==> src/rtl/lyr_out_serializer_if.sv <==
// Bus between the layer's parallel output bank, the serializer and the downstream consumer.
// The slave view belongs to the serializer; the master view drives it (upstream and consumer).
interface lyr_out_serializer_if #(
  parameter int unsigned NUM_NEURONS = 30,
  parameter int unsigned DATA_WIDTH  = 16
);
  localparam int unsigned IdxW = (NUM_NEURONS > 1) ? $clog2(NUM_NEURONS) : 1;

  // Parallel side
  logic [NUM_NEURONS*DATA_WIDTH-1:0] x_in;
  logic [NUM_NEURONS-1:0]            i_valid;
  logic                              i_ready;

  // Serial side
  logic [DATA_WIDTH-1:0] x_out;
  logic [IdxW-1:0]       o_idx;
  logic                  o_valid;
  logic                  o_ready;
  logic                  o_last;

  modport slave (
    input  x_in, i_valid, o_ready,
    output i_ready, x_out, o_idx, o_valid, o_last
  );

  modport master (
    output x_in, i_valid, o_ready,
    input  i_ready, x_out, o_idx, o_valid, o_last
  );
endinterface

==> src/rtl/lyr_out_serializer.sv <==
// Snapshots a complete bank of neuron outputs on the rising edge of all-valid, optionally
// clamps negatives to zero, then streams the words one per handshake with neuron index.
module lyr_out_serializer #(
  parameter int unsigned NUM_NEURONS = 30,
  parameter int unsigned DATA_WIDTH  = 16,
  parameter bit          RELU_EN     = 1'b1
) (
  input  logic                  clk,
  input  logic                  rst,
  lyr_out_serializer_if.slave   bus,
  output logic                  overrun
);

  localparam int unsigned IdxW = (NUM_NEURONS > 1) ? $clog2(NUM_NEURONS) : 1;
  localparam logic [IdxW-1:0] LastIdx = IdxW'(NUM_NEURONS - 1);

  typedef enum logic {StIdle, StStream} state_e;

  state_e                state_q, state_d;
  logic [IdxW-1:0]       idx_q, idx_d;
  logic                  all_valid_q;
  logic                  overrun_q, overrun_d;
  logic [DATA_WIDTH-1:0] word_q [NUM_NEURONS];

  logic all_valid;
  logic capture;
  logic last;

  function automatic logic [DATA_WIDTH-1:0] relu(input logic [DATA_WIDTH-1:0] w);
    if (RELU_EN && w[DATA_WIDTH-1]) return '0;
    return w;
  endfunction

  // Capture fires once per rising edge of all-valid, however long the set is held.
  always_comb begin
    all_valid = &bus.i_valid;
    capture   = all_valid & ~all_valid_q;
    last      = (state_q == StStream) && (idx_q == LastIdx);
  end

  // Next state, stream index and sticky overrun flag.
  always_comb begin
    state_d   = state_q;
    idx_d     = idx_q;
    overrun_d = overrun_q;
    unique case (state_q)
      StIdle: begin
        if (capture) begin
          state_d = StStream;
          idx_d   = '0;
        end
      end
      StStream: begin
        if (bus.o_ready) begin
          if (last) begin
            state_d = StIdle;
            idx_d   = '0;
          end else begin
            idx_d = idx_q + 1'b1;
          end
        end
        // A set arriving while busy (even on the final handshake) is dropped.
        if (capture) overrun_d = 1'b1;
      end
      default: begin
        state_d = StIdle;
        idx_d   = '0;
      end
    endcase
  end

  // Control registers with synchronous reset.
  always_ff @(posedge clk) begin
    if (rst) begin
      state_q     <= StIdle;
      idx_q       <= '0;
      all_valid_q <= 1'b0;
      overrun_q   <= 1'b0;
    end else begin
      state_q     <= state_d;
      idx_q       <= idx_d;
      all_valid_q <= all_valid;
      overrun_q   <= overrun_d;
    end
  end

  // Snapshot buffer; only written when a set is accepted, contents are don't-care after reset.
  always_ff @(posedge clk) begin
    if (!rst && (state_q == StIdle) && capture) begin
      for (int k = 0; k < NUM_NEURONS; k++) begin
        word_q[k] <= relu(bus.x_in[k*DATA_WIDTH +: DATA_WIDTH]);
      end
    end
  end

  // Outputs depend on registers only.
  assign bus.i_ready = (state_q == StIdle);
  assign bus.o_valid = (state_q == StStream);
  assign bus.x_out   = (state_q == StStream) ? word_q[idx_q] : '0;
  assign bus.o_idx   = idx_q;
  assign bus.o_last  = last;
  assign overrun     = overrun_q;

endmodule

==> src/flat_wrapper.sv <==
// flat-port wrapper written by rule: the top's interface ports become plain ports
module lyr_out_serializer_flat 
#(
  parameter int unsigned NUM_NEURONS = 30,
  parameter int unsigned DATA_WIDTH  = 16,
  parameter bit          RELU_EN     = 1'b1
)
  (clk, rst, overrun, bus_x_in, bus_i_valid, bus_o_ready, bus_i_ready, bus_x_out, bus_o_idx, bus_o_valid, bus_o_last);
  lyr_out_serializer_if #(.NUM_NEURONS(NUM_NEURONS), .DATA_WIDTH(DATA_WIDTH)) bus_i ();
  input  logic clk;
  input  logic rst;
  output logic overrun;
  input wire logic [$bits(bus_i.x_in)-1:0] bus_x_in;
  input wire logic [$bits(bus_i.i_valid)-1:0] bus_i_valid;
  input wire logic [$bits(bus_i.o_ready)-1:0] bus_o_ready;
  output wire logic [$bits(bus_i.i_ready)-1:0] bus_i_ready;
  output wire logic [$bits(bus_i.x_out)-1:0] bus_x_out;
  output wire logic [$bits(bus_i.o_idx)-1:0] bus_o_idx;
  output wire logic [$bits(bus_i.o_valid)-1:0] bus_o_valid;
  output wire logic [$bits(bus_i.o_last)-1:0] bus_o_last;
  assign bus_i.x_in = bus_x_in;
  assign bus_i.i_valid = bus_i_valid;
  assign bus_i.o_ready = bus_o_ready;
  assign bus_i_ready = bus_i.i_ready;
  assign bus_x_out = bus_i.x_out;
  assign bus_o_idx = bus_i.o_idx;
  assign bus_o_valid = bus_i.o_valid;
  assign bus_o_last = bus_i.o_last;
  lyr_out_serializer #(.NUM_NEURONS(NUM_NEURONS), .DATA_WIDTH(DATA_WIDTH), .RELU_EN(RELU_EN)) u_core (.clk(clk), .rst(rst), .bus(bus_i), .overrun(overrun));
endmodule
==> config.mk <==
export PLATFORM = sky130hd
export DESIGN_NAME = lyr_out_serializer_flat
export DESIGN_NICKNAME = d
export VERILOG_FILES = /design/src/rtl/lyr_out_serializer_if.sv /design/src/rtl/lyr_out_serializer.sv /design/src/flat_wrapper.sv
export SDC_FILE = /design/constraint.sdc
export NUM_CORES = 1
export LEC_CHECK = 0
export CAP_MARGIN = 25
export CORE_ASPECT_RATIO = 0.7
export CORE_UTILIZATION = 55
export CTS_BUF_LIST = sky130_fd_sc_hd__clkbuf_8
export CTS_CLUSTER_DIAMETER = 120
export DETAILED_ROUTE_END_ITERATION = 16
export PLACE_DENSITY = 0.89
export SLEW_MARGIN = 0
export SYNTH_ARGS = -nofsm -noshare
export SYNTH_HDL_FRONTEND = slang
export SYNTH_SLANG_ARGS = --single-unit
==> constraint.sdc <==
create_clock -name clk -period 27.2 [get_ports clk]
set_clock_uncertainty 0.1 [all_clocks]
set_input_delay 4.08 -clock clk [delete_from_list [all_inputs] [get_ports clk]]
set_output_delay 4.08 -clock clk [all_outputs]
set_load 0.01 [all_outputs]
==> metrics.md, run 1 <==
| Metric | Value |
|---|---|
| Worst path max stage delay | `0.79 ns` |
| Largest net degree at the start of global routing | `87` |
| Number of global-route vias before repair | `around 14000` |
| Yosys top cell by area | `edfxtp_1` |
| Post-synth top flop | `edfxtp_1` |
| Initial cell density of the core | `0.561` |
| Routed wire length | `between 60000 and 70000 um` |
| Post-route insts no fill | `between 2000 and 2500` |
| Die Y | `165 um` |
| VDD IR max | `slightly below 0.00004 V` |
| Fmax | `117 MHz` |
| TNS Setup | `0 ns` |
| Final setup fails | `0` |
| Layout cells sized above 1 | `0.110` |
| Largest cells by area after synthesis | `edfxtp_1, nor2b_1, mux4_2, mux2i_1, dfxtp_1` |
| Cts bufs inserted | `73` |
| Pre-antenna DRT Iters | `5` |
| CP Capture Type | `primary output` |
| Residual DRC | `0` |
| Rows | `a little under 60` |
| Clk sink count | `about 460` |
| Max H-tree Level | `3` |
| Slew Limit Fails | `0` |
| Final Hold Fails | `0` |
| Starting DRT DRC Count | `1612` |
| Clock Path Buffers | `3` |
| Final ANT Viol Nets | `0` |
| Drt wl/cell | `26.1 um` |
| Core area | `37300 um2` |
| Status | `finished, final reports clean` |
| Commonest non-fill, non-tap cell in the layout | `clkdlybuf4s50_1` |
| Worst r2r dst | `u_core.word_q[22][13]$_SDFFCE_PP0P_` |
| Register area share after synthesis | `0.659` |
| Internal | `0.00113 W` |
| Cell chosen for the clock root | `clkbuf_8` |
| Total power per unit cell area | `just over 50 nW/um2` |
| Min-delay worst type | `flop to flop` |
| Hold depth | `1` |
| Rel. slew slack | `0.310` |
| Worst Tran Pin Value | `1.03 ns` |
| Reg power frac | `0.541` |
| Total global-route track usage | `0.325` |
| Hold buffer count at cts | `0` |
| CP max-delay cell | `dfxtp_4` |
| Placed cells | `2287` |
| Setup WS pre-CTS | `about 18 ns` |
| Yosys top cell area share | `0.647` |
| Setup CP Type | `flop to primary output` |
| R2R setup slack | `23.02 ns` |
| GPL Wtd Cong | `0.875` |
| Synth unique cells | `53` |
| Die area | `38800 um2` |
| Post-CTS setup buffers | `0` |
| Yosys reg bits | `463` |
| Ordered cell list for the critical path | `buf_4 > mux4_2 > mux2i_1 > o22ai_1 > a211o_1 > clkdlybuf4s50_1` |
| First-pass GRT wire length | `89900 um` |
| Syn nets | `roughly 1800` |
| Tmin final | `8.56 ns` |
| Final WS setup | `between 15 and 20 ns` |
| Clock Power Share | `0.375` |
| Yosys warns | `0` |
| Clock latency on the worst-skew pair | `between 0.6 and 0.7 ns` |
| Avg Vias per Cell | `5.88` |
| LEAKAGE | `8.57 nW` |
| Chip Width | `235 um` |
| P&R area growth vs syn | `33.5%` |
| DP HPWL | `~47000 um` |
| CP arrival | `4.38 ns` |
| Ys async rst share | `0` |
| Final nets | `around 2400` |
| CP Max Fanout | `45` |
| Worst Setup Start Kind | `flop` |
| RSZ-0062 raised after global routing | `false` |
| Gate power share | `0.084` |
| Final Power | `0.00144 W` |
| IO Pins | `538` |
| Hold slack | `between 0.3 and 0.4 ns` |
| Port Buf Inserts | `between 500 and 600` |
| Worst-path clk slew | `0.06 ns` |
| Syn Std Cell Area | `20900 um2` |
| Period utilization | `0.315` |
| Max Cap Viol | `0` |
| RR Startpoint | `u_core.bus.o_valid$_SDFF_PP0_` |
| Hold_sp | `u_core.overrun$_SDFFE_PP0P_` |
| Gr ovfl total | `0` |
| Worst R2R Path Depth | `6` |
| Mapped Avg Cell Area | `15.8 um2` |
| Endpoint of the worst hold path | `u_core.overrun$_SDFFE_PP0P_` |
| Critical Path RT | `23.02 ns` |
| PostCTS Resize Cnt | `0` |
| TritonCTS clock tree | `built` |
| Via count | `between 10000 and 15000` |
| Post-Synthesis Cells | `1324` |
| Sw power | `0.000319 W` |
| Sw frac | `0.221` |
| EDFF count, synth | `450` |
| Initial antenna violation count | `12` |
| Most frequent cells in the layout | `clkdlybuf4s50_1, nor2b_1, edfxtp_1` |
==> Yosys cell counts, drive strengths merged (5+ instances only) <==
master,number
nand4,13
mux4,85
o22ai,13
mux2i,49
edfxtp,450
a211o,7
nand3,7
a221oi,7
nor2,9
nor3,8
nand2,13
mux2,26
buf,35
a21oi,5
dfxtp,13
o21ai,8
a22oi,16
inv,9
nor2b,459
clkbuf,38
a2111oi,8
==> metal layers <==
layer,vias to the layer above,routed length (um),track usage
met5,-,0,0
met4,0,1960,0.119
met3,125,6700,0.0816
met2,969,30200,0.521
met1,7106,24700,0.435
li1,6112,-,-
==> critical path: cells and delay by family, from the launching register on <==
kind,cells,cell delay [ns]
AO/OA/AOI/OAI,2,0.65
buffers and inverters,2,1.23
flip-flops,1,0.79
multiplexers,2,1.03
==> state kept, by name, indices dropped and copies added, names as in the netlist, named ones only <==
register            count
u_core.word_q         450
u_core.bus.o_idx        5
u_core.all_valid_q      1
u_core.bus.o_valid      1
u_core.overrun          1
==> final cells by class <==
class                   instances  area, um2
flip-flops and latches        463      13800
fillers                      2172       9370
multi-input cells             779       6650
repair buffers                550       5500
clock buffers                  73       1000
well taps                     488        611
clock inverters                55        288
diodes                         15       37.5
inverters                       9       33.8
==> cell families (layout without fill, tap and decap cells) <==
group                    count (synthesis)  after routing  synth area share
adder cells (fa/ha/maj)                  2              2           0.00120
other                                    1             16          0.000179
buffers and inverters                   82            687            0.0231
multiplexers                           160            160             0.129
AO/OA/AOI/OAI                           84             84            0.0298
AND/OR/NAND/NOR                        532            532             0.157
flip-flops                             463            463             0.659
==> power by group through the flow <==
stage,sequential (W),clock [W],combinational [W]
final,0.000781,0.000542,0.000121
after CTS,0.000781,0.000545,0.000121
after floorplan,0.000797,0,0.0000280
after global placement,0.000796,0,0.000119
after global routing,0.000781,0.000579,0.000127
after detailed placement,0.000796,0,0.000120
==> metrics by stage <==
step            util  cell area (um2)
6_report       0.749            27900
5_1_grt        0.748            27900
4_1_cts        0.746            27800
3_5_place_dp   0.712            26500
3_3_place_gp   0.712            26500
2_1_floorplan      -            20900
==> how the worst max path moves through the flow <==
stage	from	to	slack (ns)	cells past startpoint
floorplan	bus_i_valid[28]	u_core.word_q[0][0]$_SDFFCE_PP0P_	10.85	4
detailed placement	bus_i_valid[25]	u_core.word_q[6][9]$_SDFFCE_PP0P_	18.01	7
finish	flop	bus_x_out[10]	18.64	6
CTS	flop	bus_x_out[11]	18.64	6
global route	flop	bus_x_out[11]	18.50	6
global placement	bus_i_valid[26]	u_core.word_q[22][9]$_SDFFCE_PP0P_	18.13	7
Power figures use the tool's default switching activity.
==> run 2: changes to the inputs <==
- CORE_UTILIZATION: 55 -> 51
- PLACE_DENSITY: 0.89 -> 0.83
- clock period: 27.2 -> 8.3 ns (I/O delays scaled with it)
==> run 2 against run 1 <==
  * Total power increased to 3.3 times the previous value
  * Via count decreased by 2.3%
  * Flip-flop and latch count unchanged
  * Critical path depth unchanged
  * Sequential share of layout area about the same
  * First-iteration DRC count decreased by 12%
  * Final cell count increased by 1.6%
  * Critical path type unchanged
==> metrics.md, run 2 (synthesized netlist as in run 1, its figures left out) <==
| Metric | Value |
|---|---|
| Status | `finished, final reports clean (unchanged)` |
| Worst Setup Start Kind | `flop (unchanged)` |
| Rel. slew slack | `0.176 (was 0.310)` |
| Slew Limit Fails | `0 (unchanged)` |
| Worst r2r dst | `u_core.word_q[4][8]$_SDFFCE_PP0P_ (was u_core.word_q[22][13]$_SDFFCE_PP0P_)` |
| First-pass GRT wire length | `90500 um (was 89900 um)` |
| Cts bufs inserted | `74 (was 73)` |
| CP max-delay cell | `dfxtp_4 (unchanged)` |
| IO Pins | `538 (unchanged)` |
| P&R area growth vs syn | `33.4% (was 33.5%)` |
| Tmin final | `5.71 ns` |
| CP arrival | `4.37 ns (was 4.38 ns)` |
| Port Buf Inserts | `536 (unchanged)` |
| Cell chosen for the clock root | `clkbuf_8 (unchanged)` |
| Residual DRC | `0 (unchanged)` |
| Fmax | `175 MHz` |
| Post-CTS setup buffers | `0 (unchanged)` |
| Largest net degree at the start of global routing | `201 (was 87)` |
| Commonest non-fill, non-tap cell in the layout | `clkdlybuf4s50_1 (unchanged)` |
| RR Startpoint | `u_core.bus.o_valid$_SDFF_PP0_ (unchanged)` |
| Clock latency on the worst-skew pair | `0.62 ns (was 0.61 ns)` |
| Max reg flops | `450 (unchanged)` |
| Final Hold Fails | `0 (unchanged)` |
| VDD IR max | `0.0000935 V (was 0.0000390 V)` |
| Number of global-route vias before repair | `14051 (was 14311)` |
| R2R setup slack | `5.01 ns (was 23.02 ns)` |
| Hold buffer count at cts | `0 (unchanged)` |
| Clk sink count | `463 (unchanged)` |
| Worst Tran Pin Value | `1.24 ns (was 1.03 ns)` |
| Layout cells sized above 1 | `0.108 (was 0.110)` |
| Hold slack | `0.382 ns (was 0.372 ns)` |
| Ordered cell list for the critical path | `buf_4 > mux4_2 > mux2i_1 > o22ai_1 > a211o_1 > clkdlybuf4s50_1 (unchanged)` |
| Initial antenna violation count | `26 (was 12)` |
| Critical Path RT | `6.95 ns (was 23.02 ns)` |
| Pre-antenna DRT Iters | `7 (was 5)` |
| Rows | `61 (was 59)` |
| Total power per unit cell area | `169 nW/um2 (was 51.8 nW/um2)` |
| Die Y | `171 um (was 165 um)` |
| Worst R2R Path Depth | `4 (was 6)` |
| GPL Wtd Cong | `0.881 (was 0.875)` |
| Most frequent cells in the layout | `clkdlybuf4s50_1, nor2b_1, edfxtp_1 (unchanged)` |
| Routed wire length | `65000 um (was 63500 um)` |
| LEAKAGE | `8.53 nW (was 8.57 nW)` |
| Max H-tree Level | `3 (unchanged)` |
| Initial cell density of the core | `0.522 (was 0.561)` |
| PostCTS Resize Cnt | `0 (unchanged)` |
| Setup CP Type | `flop to primary output (unchanged)` |
| Period utilization | `0.688` |
| Avg Vias per Cell | `5.66 (was 5.88)` |
| RSZ-0062 raised after global routing | `false (unchanged)` |
| Gr ovfl total | `0 (unchanged)` |
| Drt wl/cell | `26.3 um (was 26.1 um)` |
| Min-delay worst type | `flop to flop (unchanged)` |
| Final setup fails | `0 (unchanged)` |
| Core area | `40100 um2 (was 37300 um2)` |
| Die area | `41800 um2 (was 38800 um2)` |
| Final nets | `2387 (was 2391)` |
| Crit path to | `bus_x_out[11] (was bus_x_out[10])` |
| TNS Setup | `0 ns (unchanged)` |
| Clock Path Buffers | `3 (unchanged)` |
| Via count | `13986 (was 14312)` |
| CP Max Fanout | `54 (was 45)` |
| DP HPWL | `47000 um (was 46700 um)` |
| Largest register by flop count | `u_core.word_q (unchanged)` |
| Starting DRT DRC Count | `1414 (was 1612)` |
| TritonCTS clock tree | `built (unchanged)` |
| CP Capture Type | `primary output (unchanged)` |
| Total global-route track usage | `0.306 (was 0.325)` |
| Chip Width | `244 um (was 235 um)` |
| Worst path max stage delay | `0.92 ns (was 0.79 ns)` |
| Max Cap Viol | `0 (unchanged)` |
| Final ANT Viol Nets | `0 (unchanged)` |
| Worst-path clk slew | `0.06 ns (about the same)` |
[run 2: cell count changes in the layout (fill, tap and decap cells not counted), moves of 2 or more]
cell	before	now
inv_1	31	36
clkinv_1	15	10
inv_8	4	1
buf_4	12	7
clkinvlp_4	1	5
diode_2	15	13
[run 2: per-stage QoR]
step | total power [W] | instances | utilization | instance area, um2 | setup WS (ns)
2_1_floorplan | 0.00270 | 1324 | - | 20900 | 2.23
3_3_place_gp | 0.00300 | 2330 | 0.663 | 26600 | 3.23
3_5_place_dp | 0.00300 | 2331 | 0.664 | 26600 | 3.13
4_1_cts | 0.00472 | 2459 | 0.695 | 27900 | 2.52
5_1_grt | 0.00483 | 2470 | 0.696 | 27900 | 2.44
6_report | 0.00470 | 2472 | 0.696 | 27900 | 2.59
[run 2: critical path, delay by kind of cell (launching register included)]
family	cells	cell delay, ns
AO/OA/AOI/OAI	2	0.62
multiplexers	2	0.89
buffers and inverters	2	1.21
flip-flops	1	0.92
[run 2: routing by layer]
metal  GRT usage  routed length, um
met1       0.405              26000
met2       0.478              30400
met3      0.0981               6540
met4       0.113               1800
met5           0                164
[run 2: layout make-up]
type,instances,area [um2]
clock buffer,74,1020
multi-input combinational,779,6650
clock inverter,54,245
sequential,463,13800
inverter,9,33.8
tap,535,669
timing repair buffer,545,5460
fill,2739,12200
antenna,13,32.5
[run 2: report_power, final]
part / total, W / switching, W / leakage, nW / internal [W]
Clock: 0.00175 / 0.000910 / 0.743 / 0.000835
Combinational: 0.000395 / 0.000131 / 4.15 / 0.000264
Sequential: 0.00256 / 0.00000000000112 / 3.63 / 0.00256
Total: 0.00470 / 0.00104 / 8.53 / 0.00366
[run 2: worst min-delay path by stage]
| stage | cells after the start | slack, ns | from | to |
|---|---|---|---|---|
| after floorplan | 1 | 0.41 | u_core.overrun$_SDFFE_PP0P_ | u_core.overrun$_SDFFE_PP0P_ |
| after global placement | 1 | 0.35 | u_core.overrun$_SDFFE_PP0P_ | u_core.overrun$_SDFFE_PP0P_ |
| after detailed placement | 1 | 0.36 | u_core.overrun$_SDFFE_PP0P_ | u_core.overrun$_SDFFE_PP0P_ |
| after CTS | 1 | 0.38 | u_core.overrun$_SDFFE_PP0P_ | u_core.overrun$_SDFFE_PP0P_ |
| after global routing | 1 | 0.40 | u_core.overrun$_SDFFE_PP0P_ | u_core.overrun$_SDFFE_PP0P_ |
| final | 1 | 0.38 | u_core.overrun$_SDFFE_PP0P_ | u_core.overrun$_SDFFE_PP0P_ |
==> run 3: changes to the inputs <==
- CORE_UTILIZATION: 51 -> 46
- PLACE_DENSITY: 0.83 -> 0.79
- clock period: 8.3 -> 4.97 ns (I/O delays scaled with it)
==> run 3 against run 2 <==
  * Utilization is 5.7 points lower
  * Combinational power grew 67%
  * Sequential share of layout area is 0.75 points lower
  * Sequential power rose by 67%
  * Final cell count rose by 3.4%
  * Largest power group unchanged
==> metrics.md, run 3 (synthesized netlist as in run 1, its figures left out) <==
| Metric | Value |
|---|---|
| Status | `finished, final reports clean (unchanged)` |
| Cts bufs inserted | `73 (was 74)` |
| TNS Setup | `0 ns (unchanged)` |
| Starting DRT DRC Count | `1276 (was 1414)` |
| Filler cells | `3177 (was 2739)` |
| Gr ovfl total | `0 (unchanged)` |
| Number of global-route vias before repair | `14680 (was 14051)` |
| Placed Area | `26900 um2 (was 26600 um2)` |
| LEAKAGE | `8.70 nW (was 8.53 nW)` |
| Rel. slew slack | `0.336 (was 0.176)` |
| TritonCTS clock tree | `built (unchanged)` |
| Ordered cell list for the critical path | `buf_4 > mux4_2 > mux2i_1 > o22ai_1 > a211o_1 > clkdlybuf4s50_1 (unchanged)` |
| Hold buffer count at cts | `0 (unchanged)` |
| Post-CTS setup buffers | `0 (unchanged)` |
| Max reg flops | `450 (unchanged)` |
| Routed wire length | `65700 um (was 65000 um)` |
| Port Buf Inserts | `536 (unchanged)` |
| Initial antenna violation count | `24 (was 26)` |
| Crit path to | `bus_x_out[2] (was bus_x_out[11])` |
| Die area | `46300 um2 (was 41800 um2)` |
| Worst r2r dst | `u_core.word_q[23][13]$_SDFFCE_PP0P_ (was u_core.word_q[4][8]$_SDFFCE_PP0P_)` |
| VDD IR max | `0.000178 V (was 0.0000935 V)` |
| Largest net degree at the start of global routing | `98 (was 201)` |
| Core area | `44300 um2 (was 40100 um2)` |
| Commonest non-fill, non-tap cell in the layout | `clkdlybuf4s50_1 (unchanged)` |
| CP Max Fanout | `43 (was 54)` |
| Pre-antenna DRT Iters | `5 (was 7)` |
| Worst Tran Pin Value | `0.992 ns (was 1.24 ns)` |
| Final Instance Area | `28300 um2 (was 27900 um2)` |
| CP Capture Type | `primary output (unchanged)` |
| IO Pins | `538 (unchanged)` |
| Die Y | `180 um (was 171 um)` |
| Min-delay worst type | `flop to flop (unchanged)` |
| P&R area growth vs syn | `35.5% (was 33.4%)` |
| Avg Vias per Cell | `5.50 (was 5.66)` |
| Clock Path Buffers | `3 (unchanged)` |
| Worst R2R Path Depth | `3 (was 4)` |
| Final nets | `2406 (was 2387)` |
| Max Cap Viol | `0 (unchanged)` |
| PostCTS Resize Cnt | `0 (unchanged)` |
| First-pass GRT wire length | `93500 um (was 90500 um)` |
| Clk sink count | `463 (unchanged)` |
| Final setup fails | `0 (unchanged)` |
| Drt wl/cell | `25.7 um (was 26.3 um)` |
| Total global-route track usage | `0.282 (was 0.306)` |
| CP arrival | `3.82 ns (was 4.37 ns)` |
| Residual DRC | `0 (unchanged)` |
| Setup CP Type | `flop to primary output (unchanged)` |
| Initial cell density of the core | `0.472 (was 0.522)` |
| Slew Limit Fails | `0 (unchanged)` |
| Most frequent cells in the layout | `clkdlybuf4s50_1, nor2b_1, edfxtp_1 (unchanged)` |
| Via count | `14055 (was 13986)` |
| Cell chosen for the clock root | `clkbuf_8 (unchanged)` |
| Worst Setup Start Kind | `flop (unchanged)` |
| Final Util | `0.639 (was 0.696)` |
| Worst-path clk slew | `0.07 ns (was 0.06 ns)` |
| Total power per unit cell area | `284 nW/um2 (was 169 nW/um2)` |
| Critical Path RT | `4.12 ns (was 6.95 ns)` |
| Fmax | `approximately 210 MHz` |
| Clock latency on the worst-skew pair | `0.64 ns (was 0.62 ns)` |
| RSZ-0062 raised after global routing | `false (unchanged)` |
| R2R setup slack | `2.16 ns (was 5.01 ns)` |
| Tmin final | `4.67 ns` |
| Largest register by flop count | `u_core.word_q (unchanged)` |
| GPL Wtd Cong | `0.883 (was 0.881)` |
| Layout cells sized above 1 | `0.119 (was 0.108)` |
| Final Hold Fails | `0 (unchanged)` |
| CP max-delay cell | `dfxtp_4 (unchanged)` |
| DP HPWL | `49600 um (was 47000 um)` |
| RR Startpoint | `u_core.bus.o_valid$_SDFF_PP0_ (unchanged)` |
| Period utilization | `0.939` |
| Worst path max stage delay | `0.86 ns (was 0.92 ns)` |
| Final ANT Viol Nets | `0 (unchanged)` |
| Max H-tree Level | `3 (unchanged)` |
| Chip Width | `257 um (was 244 um)` |
| Rows | `64 (was 61)` |
[run 3: cell type report]
| cell class | instances | area [um2] | area share |
|---|---|---|---|
| flip-flops and latches | 463 | 13800 | 0.487 |
| multi-input cells | 779 | 6650 | 0.235 |
| repair buffers | 565 | 5700 | 0.201 |
| clock buffers | 77 | 1060 | 0.0374 |
| well taps | 594 | 743 | 0.0262 |
| clock inverters | 53 | 310 | 0.0110 |
| diodes | 16 | 40.0 | 0.00141 |
| inverters | 9 | 33.8 | 0.00119 |
[run 3: how the worst min path moves through the flow]
stage | start | to | slack [ns] | cells past startpoint
6_report | u_core.overrun$_SDFFE_PP0P_ | u_core.overrun$_SDFFE_PP0P_ | 0.41 | 1
5_1_grt | u_core.overrun$_SDFFE_PP0P_ | u_core.overrun$_SDFFE_PP0P_ | 0.43 | 1
4_1_cts | u_core.overrun$_SDFFE_PP0P_ | u_core.overrun$_SDFFE_PP0P_ | 0.41 | 1
3_5_place_dp | u_core.overrun$_SDFFE_PP0P_ | u_core.overrun$_SDFFE_PP0P_ | 0.39 | 1
3_3_place_gp | u_core.overrun$_SDFFE_PP0P_ | u_core.overrun$_SDFFE_PP0P_ | 0.35 | 1
2_1_floorplan | u_core.overrun$_SDFFE_PP0P_ | u_core.overrun$_SDFFE_PP0P_ | 0.41 | 1
[run 3: power breakdown]
part	switching [W]	leakage, nW	total [W]	internal (W)
registers	0.00000000000206	3.63	0.00428	0.00428
clock network	0.00152	0.789	0.00312	0.00160
logic	0.000219	4.28	0.000661	0.000442
total	0.00174	8.70	0.00805	0.00632
[run 3: worst max-delay path: cells and delay by family (launching register included)]
kind,cells,cell delay (ns)
flip-flops,1,0.86
buffers and inverters,2,0.94
AO/OA/AOI/OAI,2,0.60
multiplexers,2,0.68
[run 3: metal layers]
layer  wire, um  up-vias  GRT usage  share of wire
li1           -     6152          -              -
met1      25600     6948      0.359           0.39
met2      31300      804      0.450           0.48
met3       6570      135     0.0959           0.10
met4       2160       16      0.103          0.033
met5        126        -          0         0.0019
[run 3: stage by stage]
step	worst slack (ns)	hold WS (ns)	total power, W	instances
3_5_place_dp	0.927	0.393	0.00502	2410
4_1_cts	0.220	0.407	0.00810	2540
2_1_floorplan	-0.551	0.409	0.00451	1324
6_report	0.301	0.409	0.00805	2556
5_1_grt	0.130	0.429	0.00829	2550
3_3_place_gp	0.969	0.354	0.00501	2410
